--- src/rtl/payment_collector.sv ---
// Coin-operated payment collector: credits coins toward a fixed price, releases
// the item, and pays change or refunds through a ready/valid change dispenser.
module payment_collector #(
  parameter int PRICE_CMT   = 65,
  parameter int TIMEOUT_CYC = 1000
) (
  input  logic       clk,
  input  logic       rst,
  input  logic       coin_valid_i,
  input  logic [1:0] coin_type_i,
  input  logic       cancel_i,
  input  logic       change_ready_i,
  output logic       change_valid_o,
  output logic [6:0] change_cmt_o,
  output logic       vend_o,
  output logic       coin_reject_o,
  output logic [6:0] balance_o,
  output logic       busy_o
);

  localparam logic [6:0]  PRICE   = 7'(PRICE_CMT);
  localparam logic [15:0] TO_LAST = 16'(TIMEOUT_CYC - 1);

  typedef enum logic [1:0] {IDLE, COLLECT, VEND, PAYOUT} state_t;

  state_t      state, state_nxt;
  logic [6:0]  bal_q, bal_nxt;
  logic [6:0]  chg_q, chg_nxt;
  logic [15:0] cnt_q, cnt_nxt;
  logic        rej_q;
  logic [6:0]  coin_val;
  logic [6:0]  bal_plus;

  function automatic logic [6:0] coin_value(input logic [1:0] kind);
    case (kind)
      2'b00:   return 7'd1;
      2'b01:   return 7'd5;
      2'b10:   return 7'd10;
      default: return 7'd25;
    endcase
  endfunction

  // Balance never exceeds PRICE-1+25 <= 124, so 7-bit addition cannot wrap.
  assign coin_val = coin_value(coin_type_i);
  assign bal_plus = bal_q + coin_val;

  always_ff @(posedge clk or posedge rst) begin
    if (rst) begin
      state <= IDLE;
      bal_q <= '0;
      chg_q <= '0;
      cnt_q <= '0;
      rej_q <= 1'b0;
    end else begin
      state <= state_nxt;
      bal_q <= bal_nxt;
      chg_q <= chg_nxt;
      cnt_q <= cnt_nxt;
      rej_q <= coin_valid_i & ((state == VEND) | (state == PAYOUT));
    end
  end

  always_comb begin
    state_nxt = state;
    bal_nxt   = bal_q;
    chg_nxt   = chg_q;
    cnt_nxt   = cnt_q;
    case (state)
      IDLE: begin
        if (coin_valid_i) begin
          bal_nxt   = bal_plus;
          cnt_nxt   = '0;
          state_nxt = (bal_plus >= PRICE) ? VEND : COLLECT;
        end
      end
      COLLECT: begin
        // A coin that reaches the price beats a simultaneous cancel.
        if (coin_valid_i) begin
          bal_nxt = bal_plus;
          if (bal_plus >= PRICE) begin
            state_nxt = VEND;
          end else if (cancel_i) begin
            state_nxt = PAYOUT;
            chg_nxt   = bal_plus;
          end else begin
            cnt_nxt = '0;
          end
        end else if (cancel_i || (cnt_q == TO_LAST)) begin
          state_nxt = PAYOUT;
          chg_nxt   = bal_q;
        end else begin
          cnt_nxt = cnt_q + 16'd1;
        end
      end
      VEND: begin
        if (bal_q == PRICE) begin
          state_nxt = IDLE;
          bal_nxt   = '0;
          cnt_nxt   = '0;
        end else begin
          state_nxt = PAYOUT;
          chg_nxt   = bal_q - PRICE;
        end
      end
      PAYOUT: begin
        if (change_ready_i) begin
          state_nxt = IDLE;
          bal_nxt   = '0;
          cnt_nxt   = '0;
          chg_nxt   = '0;
        end
      end
      default: state_nxt = IDLE;
    endcase
  end

  // All outputs come from registered state, never straight from inputs.
  assign vend_o         = (state == VEND);
  assign busy_o         = (state == VEND) | (state == PAYOUT);
  assign change_valid_o = (state == PAYOUT);
  assign change_cmt_o   = (state == PAYOUT) ? chg_q : 7'd0;
  assign coin_reject_o  = rej_q;
  assign balance_o      = bal_q;

endmodule

--- config.mk ---
export PLATFORM = sky130hd
export DESIGN_NAME = payment_collector
export DESIGN_NICKNAME = d
export VERILOG_FILES = /design/src/rtl/payment_collector.sv
export SDC_FILE = /design/constraint.sdc
export NUM_CORES = 1
export LEC_CHECK = 0
export ABC_AREA = 1
export CAP_MARGIN = 20
export CORE_UTILIZATION = 35
export CTS_BUF_LIST = sky130_fd_sc_hd__clkbuf_2 sky130_fd_sc_hd__clkbuf_4 sky130_fd_sc_hd__clkbuf_8
export DETAILED_ROUTE_END_ITERATION = 8
export PLACE_DENSITY_LB_ADDON = 0.25
export SYNTH_ARGS = -nofsm -noshare
export SYNTH_HDL_FRONTEND = slang
export SYNTH_SLANG_ARGS = --single-unit
--- constraint.sdc ---
create_clock -name clk -period 2.9 [get_ports clk]
set_input_delay 0.435 -clock clk [delete_from_list [all_inputs] [get_ports clk]]
set_output_delay 0.435 -clock clk [all_outputs]
set_load 0.02 [all_outputs]
# [Word level (Yosys, flattened, before mapping)]
# Index checks and enable logic that the tools add are counted.
[classes] addsub=3 n_mul=0 div_mod_pow=0 order_cmp=1 n_eq_ne=18 n_shift=0 n_mux=29 bitwise=2 reduce_logical=9
[op_table] op="2-to-1 mux 16 bit" n=7
[op_table] op="one-hot mux 16 bit (4 select lines)" n=1
[op_table] op="2-to-1 mux 7 bit" n=9
[op_table] op="one-hot mux 7 bit (3 select lines)" n=2
[op_table] op="adder 16 x 1 -> 16 bit (second input constant)" n=1
[op_table] op="== test 16 x 10 -> 1 bit (second input constant)" n=1
[op_table] op="2-to-1 mux 2 bit" n=8
[op_table] op="!= test 3 bit (second input constant)" n=5
[op_table] op="one-hot mux 5 bit (3 select lines)" n=1
[op_table] op="AND reduction 6 bit" n=2
[op_table] op="one-hot mux 2 bit (4 select lines)" n=1
[op_table] op="adder 7 bit" n=1
[op_table] op="== test 7 bit (second input constant)" n=1
[op_table] op=">= comparator 7 bit (second input constant)" n=1
[op_table] op="subtractor 7 bit (second input constant)" n=1
[op_table] op="== test 2 bit (second input constant)" n=3
[op_table] op="!= test 2 bit (second input constant)" n=3
[op_table] op="== test 2 x 1 -> 1 bit (second input constant)" n=2
[op_table] op="logical NOT 2 bit" n=2
[op_table] op="!= test 2 x 1 -> 1 bit (second input constant)" n=2
[op_table] op="!= test 4 bit (second input constant)" n=1
[op_table] op="AND reduction 4 bit" n=1
[op_table] op="AND reduction 3 bit" n=1
[op_table] op="nonzero test 3 bit" n=1
[op_table] op="4 further kinds" n=4
[word_totals] reg_bits=33 latchBits=0 mem_bits_rw=0 mem_bits_ro=0 word_cells=67 mem_count=0

# [Depth between registers and ports, before layout]
# Gate-level depths: netlist (run 1).
[logic_depth] ltp_word=7 mapped_depth=16 depth_no_buf=16

# [Worst setup path before layout (run 1)]
# Ideal clock, no wire load.
[synth_path] kind="input to register" from="input coin_type_i[0]" to="register chg_q[0]" t_arrival_ps=2106 t_required_ps=2772 setup_slack_ps=666 stages=15 path_cell_list="inv_1 nand2_1 ha_1 fa_1 inv_1 nand2_1 a21oi_1 nand3_1 nor2_1 nand2_2 nand3_4 nand2_2 buf_6 nand2_1 o21ai_2"
[synth_between] elab_chain_len=7 elab_cells_between_ends=12 cone_classes="1 x add/sub; 1 x order compare; 3 x eq/ne; 5 x mux; 2 x reduce/logical"
[synth_lines] item="from (decl)" line="10" text="input logic [1:0] coin_type_i,"
[synth_lines] item="== test 2 bit, or another cell as far along" line="35" text="case (kind)"
[synth_lines] item="one-hot mux 5 bit (3 select lines) (*)" line="35"
[synth_lines] item="adder 7 bit (*)" line="45" text="assign bal_plus = bal_q + coin_val;"
[synth_lines] item="parallel branches: the longest is 4 deep, another holds >= comparator 7 bit"
[synth_lines] item="to (signal assigned)" line="57" text="chg_q <= chg_nxt;"
[synth_lines] item="to (decl)" line="28" text="logic [6:0] chg_q, chg_nxt;"
# Every way passes the cells marked *. The select of a mux whose other input is x is not followed.
# A chain may end at the register's enable or synchronous reset.

# [Worst setup path after layout (run 1)]
[layout_path] from="input coin_type_i[1]" to="register chg_q[5]"
# Same word-level chain as after synthesis.

==> results of run 1 <==
[worst register-to-register path, delay by kind of cell (launching register included)]
kind            cells  cell delay (ns)
flops               1             0.43
compound gates      1             0.11
buf+inv             2             0.22
simple gates        8             0.82
fa+ha+maj           2             0.72
[registers in the layout (all words and copies together) (netlist names)]
name           flops
chg_q              7
state              2
cnt_q             16
balance_o          7
coin_reject_o      1
[cell families (layout without fill, tap and decap cells)]
family / count (synthesis) / count (layout) / synth area share
simple gates: 199 / 199 / 0.3712
buf+inv: 63 / 94 / 0.1069
compound gates: 59 / 59 / 0.1511
flops: 33 / 33 / 0.3207
fa+ha+maj: 9 / 9 / 0.04665
xor+xnor: 1 / 1 / 0.003402
[worst max path at each step]
stage          cells past startpoint  endpoint           start
6_report                          15  chg_q[5]  coin_type_i[1]
5_1_grt                           16  chg_q[5]  coin_type_i[0]
3_3_place_gp                      15  chg_q[0]  coin_type_i[0]
3_5_place_dp                      15  chg_q[5]  coin_type_i[1]
2_1_floorplan                     15  chg_q[0]  coin_type_i[0]
4_1_cts                           15  chg_q[5]  coin_type_i[1]
[per-stage QoR]
step | cells | instance area, um2
floorplan | 364 | 2575
global placement | 484 | 2948
detailed placement | 484 | 2948
CTS | 491 | 3038
global route | 491 | 3038
finish | 491 | 3038
[report_power, final]
part	switching (mW)	leakage, nW	internal [mW]	total (mW)
logic	0.996	0.918	0.621	1.62
clock network	0.166	0.0477	0.198	0.364
registers	0.131	0.443	0.567	0.698
total	1.29	1.41	1.39	2.68
[final cells by class]
cell class / count / share of cell area
sequential: 33 / 0.2718
multi-input combinational: 268 / 0.4852
clock buffer: 7 / 0.02965
timing repair buffer: 31 / 0.1046
tap: 96 / 0.03954
inverter: 56 / 0.06919
[layer usage]
layer | vias up | GRT usage | share of wire | routed length (um)
li1 | 1225 | - | - | -
met1 | 1043 | 0.2146 | 0.49 | 2764
met2 | 43 | 0.2607 | 0.46 | 2582
met3 | 7 | 0.03110 | 0.034 | 192
met4 | 0 | 0.05812 | 0.013 | 75
met5 | - | 0 | 0 | 0
[cells in the final DEF (no fill, tap or decap), drive strengths merged, types with 3 or more instances in the layout]
master | Yosys | layout
nand2 | 108 | 108
nand4 | 5 | 5
nor3 | 4 | 4
buf | 6 | 7
dfrtp | 33 | 33
nor2 | 42 | 42
clkbuf | 1 | 7
ha | 8 | 8
a21oi | 12 | 12
o22ai | 3 | 3
or2 | 6 | 6
inv | 54 | 54
nand3 | 34 | 34
clkdlybuf4s50 | 0 | 24
o21ai | 39 | 39
==> results_tabular.tex, run 1 <==
\begin{tabular}{lr}
\hline
Metric & Value \\
\hline
\multicolumn{2}{l}{\textbf{Floorplanning}} \\
\quad Die area & 7704 um2 \\
\quad Top-level port count & 25 \\
\quad Initial Util & 0.3708 \\
\quad Core box area & 6944 um2 \\
\quad Die span in x & 87.78 um \\
\quad Die Height & 87.78 um \\
\quad Number of rows created at floorplan & 30 \\
\multicolumn{2}{l}{\textbf{STA}} \\
\quad Final sum of negative setup slack & 0 ns \\
\quad Final worst slack & 0.3027 ns \\
\quad Unrepaired setup endpoints after global routing & false \\
\quad Worst-Margin Slew & 0.4832 ns \\
\quad Final setup violation count & 0 \\
\quad Achievable clock frequency & about 390 MHz \\
\quad Worst relative slew slack & 0.6767 \\
\quad Final clock period utilization by the worst path & 0.8956 \\
\quad Max-slew violations & 0 \\
\quad Worst-case clock skew & 0.008853 ns \\
\quad Final Hold Slack & $\sim$0.49 ns \\
\quad Final period demand of the worst path & 2.597 ns \\
\quad Final hold viol count & 0 \\
\multicolumn{2}{l}{\textbf{Placement}} \\
\quad Post-place setup slack & 0.007653 ns \\
\quad Placer's final routability congestion estimate & a little under 0.8 \\
\quad Number of port buffers & 24 \\
\quad Half-perimeter wire length of the detailed placement result & about 4300 um \\
\multicolumn{2}{l}{\textbf{Drt}} \\
\quad Post-route ant nets & 0 \\
\quad Vias per cell & between 4 and 5 \\
\quad Wirelength, routed & 5615 um \\
\quad Routed wire per std cell & 11.44 um \\
\quad Number of vias after detailed routing & 2318 \\
\quad Residual DRC count & 0 \\
\quad Number of DRC markers after the initial detailed-route iteration & 96 \\
\quad DR pass1 iterations & 4 \\
\multicolumn{2}{l}{\textbf{Finish}} \\
\quad Final Util & 0.4375 \\
\quad FF/Latch Area & 825.8 um2 \\
\quad NumNets Final & 411 \\
\quad Area growth from synthesis to layout & 17.98\% \\
\quad Fill count & 734 \\
\quad Diode insertion count for antenna repair & 0 \\
\quad Layout cells sized above 1 & 0.2076 \\
\quad Multi-input logic area & 1474 um2 \\
\multicolumn{2}{l}{\textbf{CTS}} \\
\quad Clock transition at the registers of the reported paths & 0.06 ns \\
\quad Maximum clock path buffer count & 2 \\
\quad Number of buffers created by CTS & 5 \\
\quad Clock tree from TritonCTS & yes \\
\quad Buffer count from post-CTS setup fixing & 0 \\
\quad Post\_cts resized & 0 \\
\quad \# clock sinks & 33 \\
\quad Root buf cell & sky130\_fd\_sc\_hd\_\_clkbuf\_8 \\
\quad H-tree level count & 2 \\
\quad Hold-fix buffers, CTS & 0 \\
\quad Source-to-sink clock delay at the later pin of the worst-skew pair & slightly below 0.3 ns \\
\multicolumn{2}{l}{\textbf{Synthesis}} \\
\quad Syn Area/Cell & 7.074 um2 \\
\quad Post-synth top cells & sky130\_fd\_sc\_hd\_\_nand2\_1 (89), sky130\_fd\_sc\_hd\_\_inv\_1 (48), sky130\_fd\_sc\_hd\_\_dfrtp\_1 (33), sky130\_fd\_sc\_hd\_\_nand3\_1 (30), sky130\_fd\_sc\_hd\_\_nor2\_1 (30) \\
\quad Netlist cell types & 34 \\
\quad Register bit total from synthesis & 33 \\
\quad Number of nets in the synthesized netlist & 380 \\
\quad Synth Warn \# & 0 \\
\quad Ranking of synthesized cells by area & sky130\_fd\_sc\_hd\_\_dfrtp\_1 (32\%), sky130\_fd\_sc\_hd\_\_nand2\_1 (13\%), sky130\_fd\_sc\_hd\_\_inv\_1 (7.0\%) \\
\quad Netlist area before placement & roughly 2600 um2 \\
\quad Cell count after synthesis & 364 \\
\quad Number of flops mapped to enable cells by yosys & 0 \\
\quad Sequential share of the synthesized area & 0.3207 \\
\quad Count leader, synth & sky130\_fd\_sc\_hd\_\_nand2\_1 \\
\quad Cell type with the highest aggregate area in the netlist & sky130\_fd\_sc\_hd\_\_dfrtp\_1 \\
\quad Fraction of synthesis flops using an asynchronous set or reset pin & 1.000 \\
\quad Most used DFF post-synth & sky130\_fd\_sc\_hd\_\_dfrtp\_1 \\
\quad Area share of the leading cell type in the synthesized netlist & 0.3207 \\
\multicolumn{2}{l}{\textbf{Critical path}} \\
\quad Slowest stage delay, CP & 0.48 ns \\
\quad Worst r2r path cells & 13 \\
\quad Cell occurring most often along the worst timing path & sky130\_fd\_sc\_hd\_\_nand2\_1 \\
\quad Reg-to-Reg End & chg\_q[5] \\
\quad CP max FO & 13 \\
\quad Crit path required time & 3.12 ns \\
\quad Critical path endpoint category & register \\
\quad Count of buffer and inverter cells on the critical path & 3 \\
\quad Ordered list of cells on the worst path & clkdlybuf4s50\_1 > nand2\_1 > ha\_1 > fa\_1 > inv\_1 > nand2\_1 > a21oi\_1 > nand3\_1 > nor2\_1 > nand2\_2 > nand3\_4 > nand2\_2 > inv\_1 > nand2\_1 > nand2\_1 \\
\quad Kind of start point of the critical path & input port \\
\quad Slowest cell on the critical path & sky130\_fd\_sc\_hd\_\_clkdlybuf4s50\_1 \\
\quad Critical path start-end classification & in2reg \\
\quad Largest delay contributor family on the critical path & simple AND/OR/NAND/NOR gates \\
\quad Startpoint of the lowest-slack register-to-register path & balance\_o[0] \\
\quad Arrival time at the worst endpoint & roughly 2.8 ns \\
\quad Worst R2R Setup Slack & between 0.5 and 0.6 ns \\
\multicolumn{2}{l}{\textbf{Pwr}} \\
\quad Total power consumption of the routed design & 2.679 mW \\
\quad Leakage power figure & 1.408 nW \\
\quad Highest ir drop seen on vdd & 437.1 uV \\
\quad Total power density per cell area & 881.8 nW/um2 \\
\multicolumn{2}{l}{\textbf{Global routing}} \\
\quad Overall fraction of global-route tracks in use & 0.1614 \\
\quad Overflow left after global routing & 0 \\
\quad Wire length of the first global-routing pass & 9577 um \\
\quad Pin count of the biggest net entering global routing & 34 \\
\quad Vias in the first global route & between 2000 and 2500 \\
\quad Number of antenna violations at the first check in global routing & 0 \\
\multicolumn{2}{l}{\textbf{Run status}} \\
\quad Result of the run & finished clean \\
\multicolumn{2}{l}{\textbf{Run}} \\
\quad Maximum Capacitance Violations & 0 \\
\multicolumn{2}{l}{\textbf{Worst hold path}} \\
\quad Worst Min Path Start & chg\_q[0] \\
\quad Hold Path Stages & 2 \\
\quad Worst hold path endpoint & chg\_q[0] \\
\quad Path type of the worst min-delay path & reg2reg \\
\hline
\end{tabular}
(Power assumes the default switching activity.)
==> run 2: changes to the inputs <==
--- a/config.mk
+++ b/config.mk
@@ -11,6 +11,7 @@
 export CTS_BUF_LIST = sky130_fd_sc_hd__clkbuf_2 sky130_fd_sc_hd__clkbuf_4 sky130_fd_sc_hd__clkbuf_8
 export DETAILED_ROUTE_END_ITERATION = 8
 export PLACE_DENSITY_LB_ADDON = 0.25
+export SETUP_SLACK_MARGIN = 0.2
 export SYNTH_ARGS = -nofsm -noshare
 export SYNTH_HDL_FRONTEND = slang
 export SYNTH_SLANG_ARGS = --single-unit
==> run 2 against run 1 <==
Critical endpoint is now cnt_q[5]. Total power grew 1.3%. Clock skew about the same. Die area stayed put. Non-clock buffer count up 2. Fmax up 3.0%. Via count rose by 0.56%. Clock power about the same. Combinational power is essentially flat. First-iteration DRC count increased by 14%. Highest routed layer unchanged.
==> results_tabular.tex, run 2 (synthesis results as in run 1) <==
\begin{tabular}{lr}
\hline
Metric & Value \\
\hline
\multicolumn{2}{l}{\textbf{Pwr}} \\
\quad Sw Ratio & 0.4803 \\
\quad Highest ir drop seen on vdd & 439.2 uV \\
\quad Relative contribution of combinational cells to total power & 0.609 \\
\quad Clk network pwr share & 0.134 \\
\quad P\_sw & 1.303 mW \\
\quad Total power consumption of the routed design & 2.713 mW \\
\quad Leakage power figure & 1.418 nW \\
\quad Total power density per cell area & 885.6 nW/um2 \\
\quad Reg power frac & 0.257 \\
\quad Internal power of the cells & 1.410 mW \\
\multicolumn{2}{l}{\textbf{STA}} \\
\quad Unrepaired setup endpoints after global routing & false \\
\quad Achievable clock frequency & approximately 400 MHz \\
\quad Final sum of negative setup slack & 0 ns \\
\quad Max-slew violations & 0 \\
\quad Worst-case clock skew & about 0.0085 ns \\
\quad Worst relative slew slack & 0.6643 \\
\quad Final setup violation count & 0 \\
\quad Final period demand of the worst path & 2.522 ns \\
\quad Worst-Margin Slew & approximately 0.5 ns \\
\quad Final hold viol count & 0 \\
\quad Final Hold Slack & 0.4916 ns \\
\quad Final clock period utilization by the worst path & 0.8695 \\
\multicolumn{2}{l}{\textbf{Critical path}} \\
\quad CP max FO & 16 \\
\quad Worst R2R Setup Slack & between 0.6 and 0.7 ns \\
\quad Kind of start point of the critical path & input port \\
\quad Critical path endpoint category & register \\
\quad Ordered list of cells on the worst path & clkdlybuf4s50\_1 > inv\_1 > nand2\_1 > ha\_2 > fa\_1 > inv\_1 > nand2\_1 > a21oi\_1 > nand3\_1 > nor2\_2 > nand2\_2 > nand3\_4 > nand2\_4 > buf\_12 > nand2\_1 > o21ai\_2 \\
\quad Cell occurring most often along the worst timing path & sky130\_fd\_sc\_hd\_\_nand2\_1 \\
\quad Critical path start-end classification & in2reg \\
\quad Crit path required time & 3.07 ns \\
\quad Arrival time at the worst endpoint & 2.69 ns \\
\quad Slowest stage delay, CP & 0.47 ns \\
\quad Startpoint of the lowest-slack register-to-register path & balance\_o[0] \\
\quad Largest delay contributor family on the critical path & buffers and inverters \\
\quad Slowest cell on the critical path & sky130\_fd\_sc\_hd\_\_clkdlybuf4s50\_1 \\
\quad Worst r2r path cells & 13 \\
\quad Reg-to-Reg End & cnt\_q[5] \\
\quad Count of buffer and inverter cells on the critical path & 4 \\
\multicolumn{2}{l}{\textbf{Drt}} \\
\quad Routed wire per std cell & 11.39 um \\
\quad Number of DRC markers after the initial detailed-route iteration & 109 \\
\quad Vias per cell & 4.728 \\
\quad Wirelength, routed & 5617 um \\
\quad Post-route ant nets & 0 \\
\quad Residual DRC count & 0 \\
\quad Number of vias after detailed routing & 2331 \\
\quad DR pass1 iterations & 4 \\
\multicolumn{2}{l}{\textbf{Floorplanning}} \\
\quad Core box area & 6944 um2 \\
\quad Initial Util & 0.3708 \\
\quad Top-level port count & 25 \\
\quad Die area & 7704 um2 \\
\quad Number of rows created at floorplan & 30 \\
\quad Die span in x & $\sim$90 um \\
\quad Die Height & 87.78 um \\
\multicolumn{2}{l}{\textbf{Worst hold path}} \\
\quad Worst hold path endpoint & chg\_q[5] \\
\quad Path type of the worst min-delay path & reg2reg \\
\quad Worst Min Path Start & chg\_q[5] \\
\quad Hold Path Stages & 2 \\
\multicolumn{2}{l}{\textbf{Global routing}} \\
\quad Overall fraction of global-route tracks in use & 0.1614 \\
\quad Vias in the first global route & 2082 \\
\quad Pin count of the biggest net entering global routing & 34 \\
\quad Wire length of the first global-routing pass & 9577 um \\
\quad Overflow left after global routing & 0 \\
\quad Number of antenna violations at the first check in global routing & 0 \\
\multicolumn{2}{l}{\textbf{CTS}} \\
\quad Clock tree from TritonCTS & yes \\
\quad Source-to-sink clock delay at the later pin of the worst-skew pair & 0.29 ns \\
\quad \# clock sinks & 33 \\
\quad H-tree level count & 2 \\
\quad Hold-fix buffers, CTS & 0 \\
\quad Number of buffers created by CTS & 5 \\
\quad Root buf cell & sky130\_fd\_sc\_hd\_\_clkbuf\_8 \\
\quad Maximum clock path buffer count & 2 \\
\quad Clock transition at the registers of the reported paths & $\sim$0.06 ns \\
\multicolumn{2}{l}{\textbf{Finish}} \\
\quad NumNets Final & 413 \\
\quad Most flop-heavy register & cnt\_q \\
\quad Most common cell after layout, fill and taps aside & sky130\_fd\_sc\_hd\_\_nand2\_1 \\
\quad Final Non-Filler Cells & 493 \\
\quad Commonest cells after routing, fill and taps aside & sky130\_fd\_sc\_hd\_\_nand2\_1 (89), sky130\_fd\_sc\_hd\_\_inv\_1 (48), sky130\_fd\_sc\_hd\_\_dfrtp\_1 (33), sky130\_fd\_sc\_hd\_\_nand3\_1 (30), sky130\_fd\_sc\_hd\_\_nor2\_1 (29) \\
\quad Layout cells sized above 1 & 0.2166 \\
\quad Number of flip-flops under the largest register name & 16 \\
\quad Diode insertion count for antenna repair & 0 \\
\quad Area growth from synthesis to layout & 18.95\% \\
\multicolumn{2}{l}{\textbf{Placement}} \\
\quad DP Cell Count & 484 \\
\quad Placer's final routability congestion estimate & approximately 0.77 \\
\quad Number of port buffers & 24 \\
\quad Half-perimeter wire length of the detailed placement result & 4324 um \\
\multicolumn{2}{l}{\textbf{Run status}} \\
\quad Result of the run & finished clean \\
\multicolumn{2}{l}{\textbf{Run}} \\
\quad Maximum Capacitance Violations & 0 \\
\hline
\end{tabular}
-- run 2: changes by cell type in the layout (fill, tap and decap cells not counted) --
cell and change:
sky130_fd_sc_hd__buf_4 +2, sky130_fd_sc_hd__ha_1 -1, sky130_fd_sc_hd__ha_2 +1, sky130_fd_sc_hd__nand2_2 -1, sky130_fd_sc_hd__nand2_4 +1, sky130_fd_sc_hd__nor2_1 -1
sky130_fd_sc_hd__nor2_2 +1
-- run 2: how the worst max path moves through the flow --
| stage | from | to | slack, ns | cells past startpoint |
|---|---|---|---|---|
| 2_1_floorplan | coin_type_i[0] | chg_q[0] | 0.67 | 15 |
| 3_3_place_gp | coin_type_i[0] | chg_q[0] | 0.06 | 15 |
| 3_5_place_dp | coin_type_i[1] | chg_q[5] | 0.008 | 15 |
| 4_1_cts | coin_type_i[1] | chg_q[5] | 0.30 | 15 |
| 5_1_grt | coin_type_i[0] | cnt_q[5] | 0.20 | 16 |
| 6_report | coin_type_i[0] | cnt_q[5] | 0.38 | 16 |
-- run 2: repair_timing --
action,in CTS,in global routing
gates resized for setup,0,3
setup buffers,0,2
setup endpoints to repair,0,23
-- run 2: final cells by class --
| cell class | count | area (um2) |
|---|---|---|
| clock buffer | 7 | 90.09 |
| fill | 730 | 3881 |
| inverter | 56 | 210.2 |
| multi-input combinational | 268 | 1484 |
| sequential | 33 | 825.8 |
| tap | 96 | 120.1 |
| timing repair buffer | 33 | 332.8 |
-- run 2: power by group through the flow --
stage          sequential (mW)  clock [mW]  combinational, mW
5_1_grt                  0.720       0.407               1.83
2_1_floorplan            0.709           0               1.20
4_1_cts                  0.699       0.380               1.62
3_5_place_dp             0.707           0               1.62
3_3_place_gp             0.705           0               1.60
6_report                 0.698       0.363               1.65
-- run 2: stage by stage --
step                worst slack [ns]  area (um2)  utilization
finish                        0.3785        3063       0.4411
global route                  0.1993        3063       0.4411
CTS                           0.2968        3038       0.4375
floorplan                     0.6664        2575            -
detailed placement          0.007653        2948       0.4245
global placement             0.06271        2948       0.4245
-- run 2: worst register-to-register path, cell delays in order (launching register included) --
cell	delay [ns]
sky130_fd_sc_hd__dfrtp_1	0.44
sky130_fd_sc_hd__ha_2	0.23
sky130_fd_sc_hd__fa_1	0.47
sky130_fd_sc_hd__inv_1	0.09
sky130_fd_sc_hd__nand2_1	0.06
sky130_fd_sc_hd__a21oi_1	0.11
sky130_fd_sc_hd__nand3_1	0.10
sky130_fd_sc_hd__nor2_2	0.11
sky130_fd_sc_hd__nand2_2	0.09
sky130_fd_sc_hd__nand3_4	0.10
sky130_fd_sc_hd__nand2_4	0.08
sky130_fd_sc_hd__buf_12	0.16
sky130_fd_sc_hd__nand2_1	0.07
sky130_fd_sc_hd__o21ai_2	0.05
-- run 2: routing by layer --
layer | global-route usage | share of wire | vias up
met4 | 0.05812 | 0.016 | 0
met1 | 0.2146 | 0.50 | 1046
met3 | 0.03110 | 0.035 | 9
li1 | - | - | 1235
met5 | 0 | 0 | -
met2 | 0.2607 | 0.45 | 41
==> run 3: changes to the inputs <==
--- a/config.mk
+++ b/config.mk
@@ -6,9 +6,11 @@
 export NUM_CORES = 1
 export LEC_CHECK = 0
 export ABC_AREA = 1
+export ABC_CLOCK_PERIOD_IN_PS = 2900
 export CAP_MARGIN = 20
 export CORE_UTILIZATION = 35
 export CTS_BUF_LIST = sky130_fd_sc_hd__clkbuf_2 sky130_fd_sc_hd__clkbuf_4 sky130_fd_sc_hd__clkbuf_8
+export CTS_CLUSTER_SIZE = 24
 export DETAILED_ROUTE_END_ITERATION = 8
 export PLACE_DENSITY_LB_ADDON = 0.25
 export SETUP_SLACK_MARGIN = 0.2
==> results of run 3 <==
No change in the layout: final DEF, timing and power equal those of run 2.
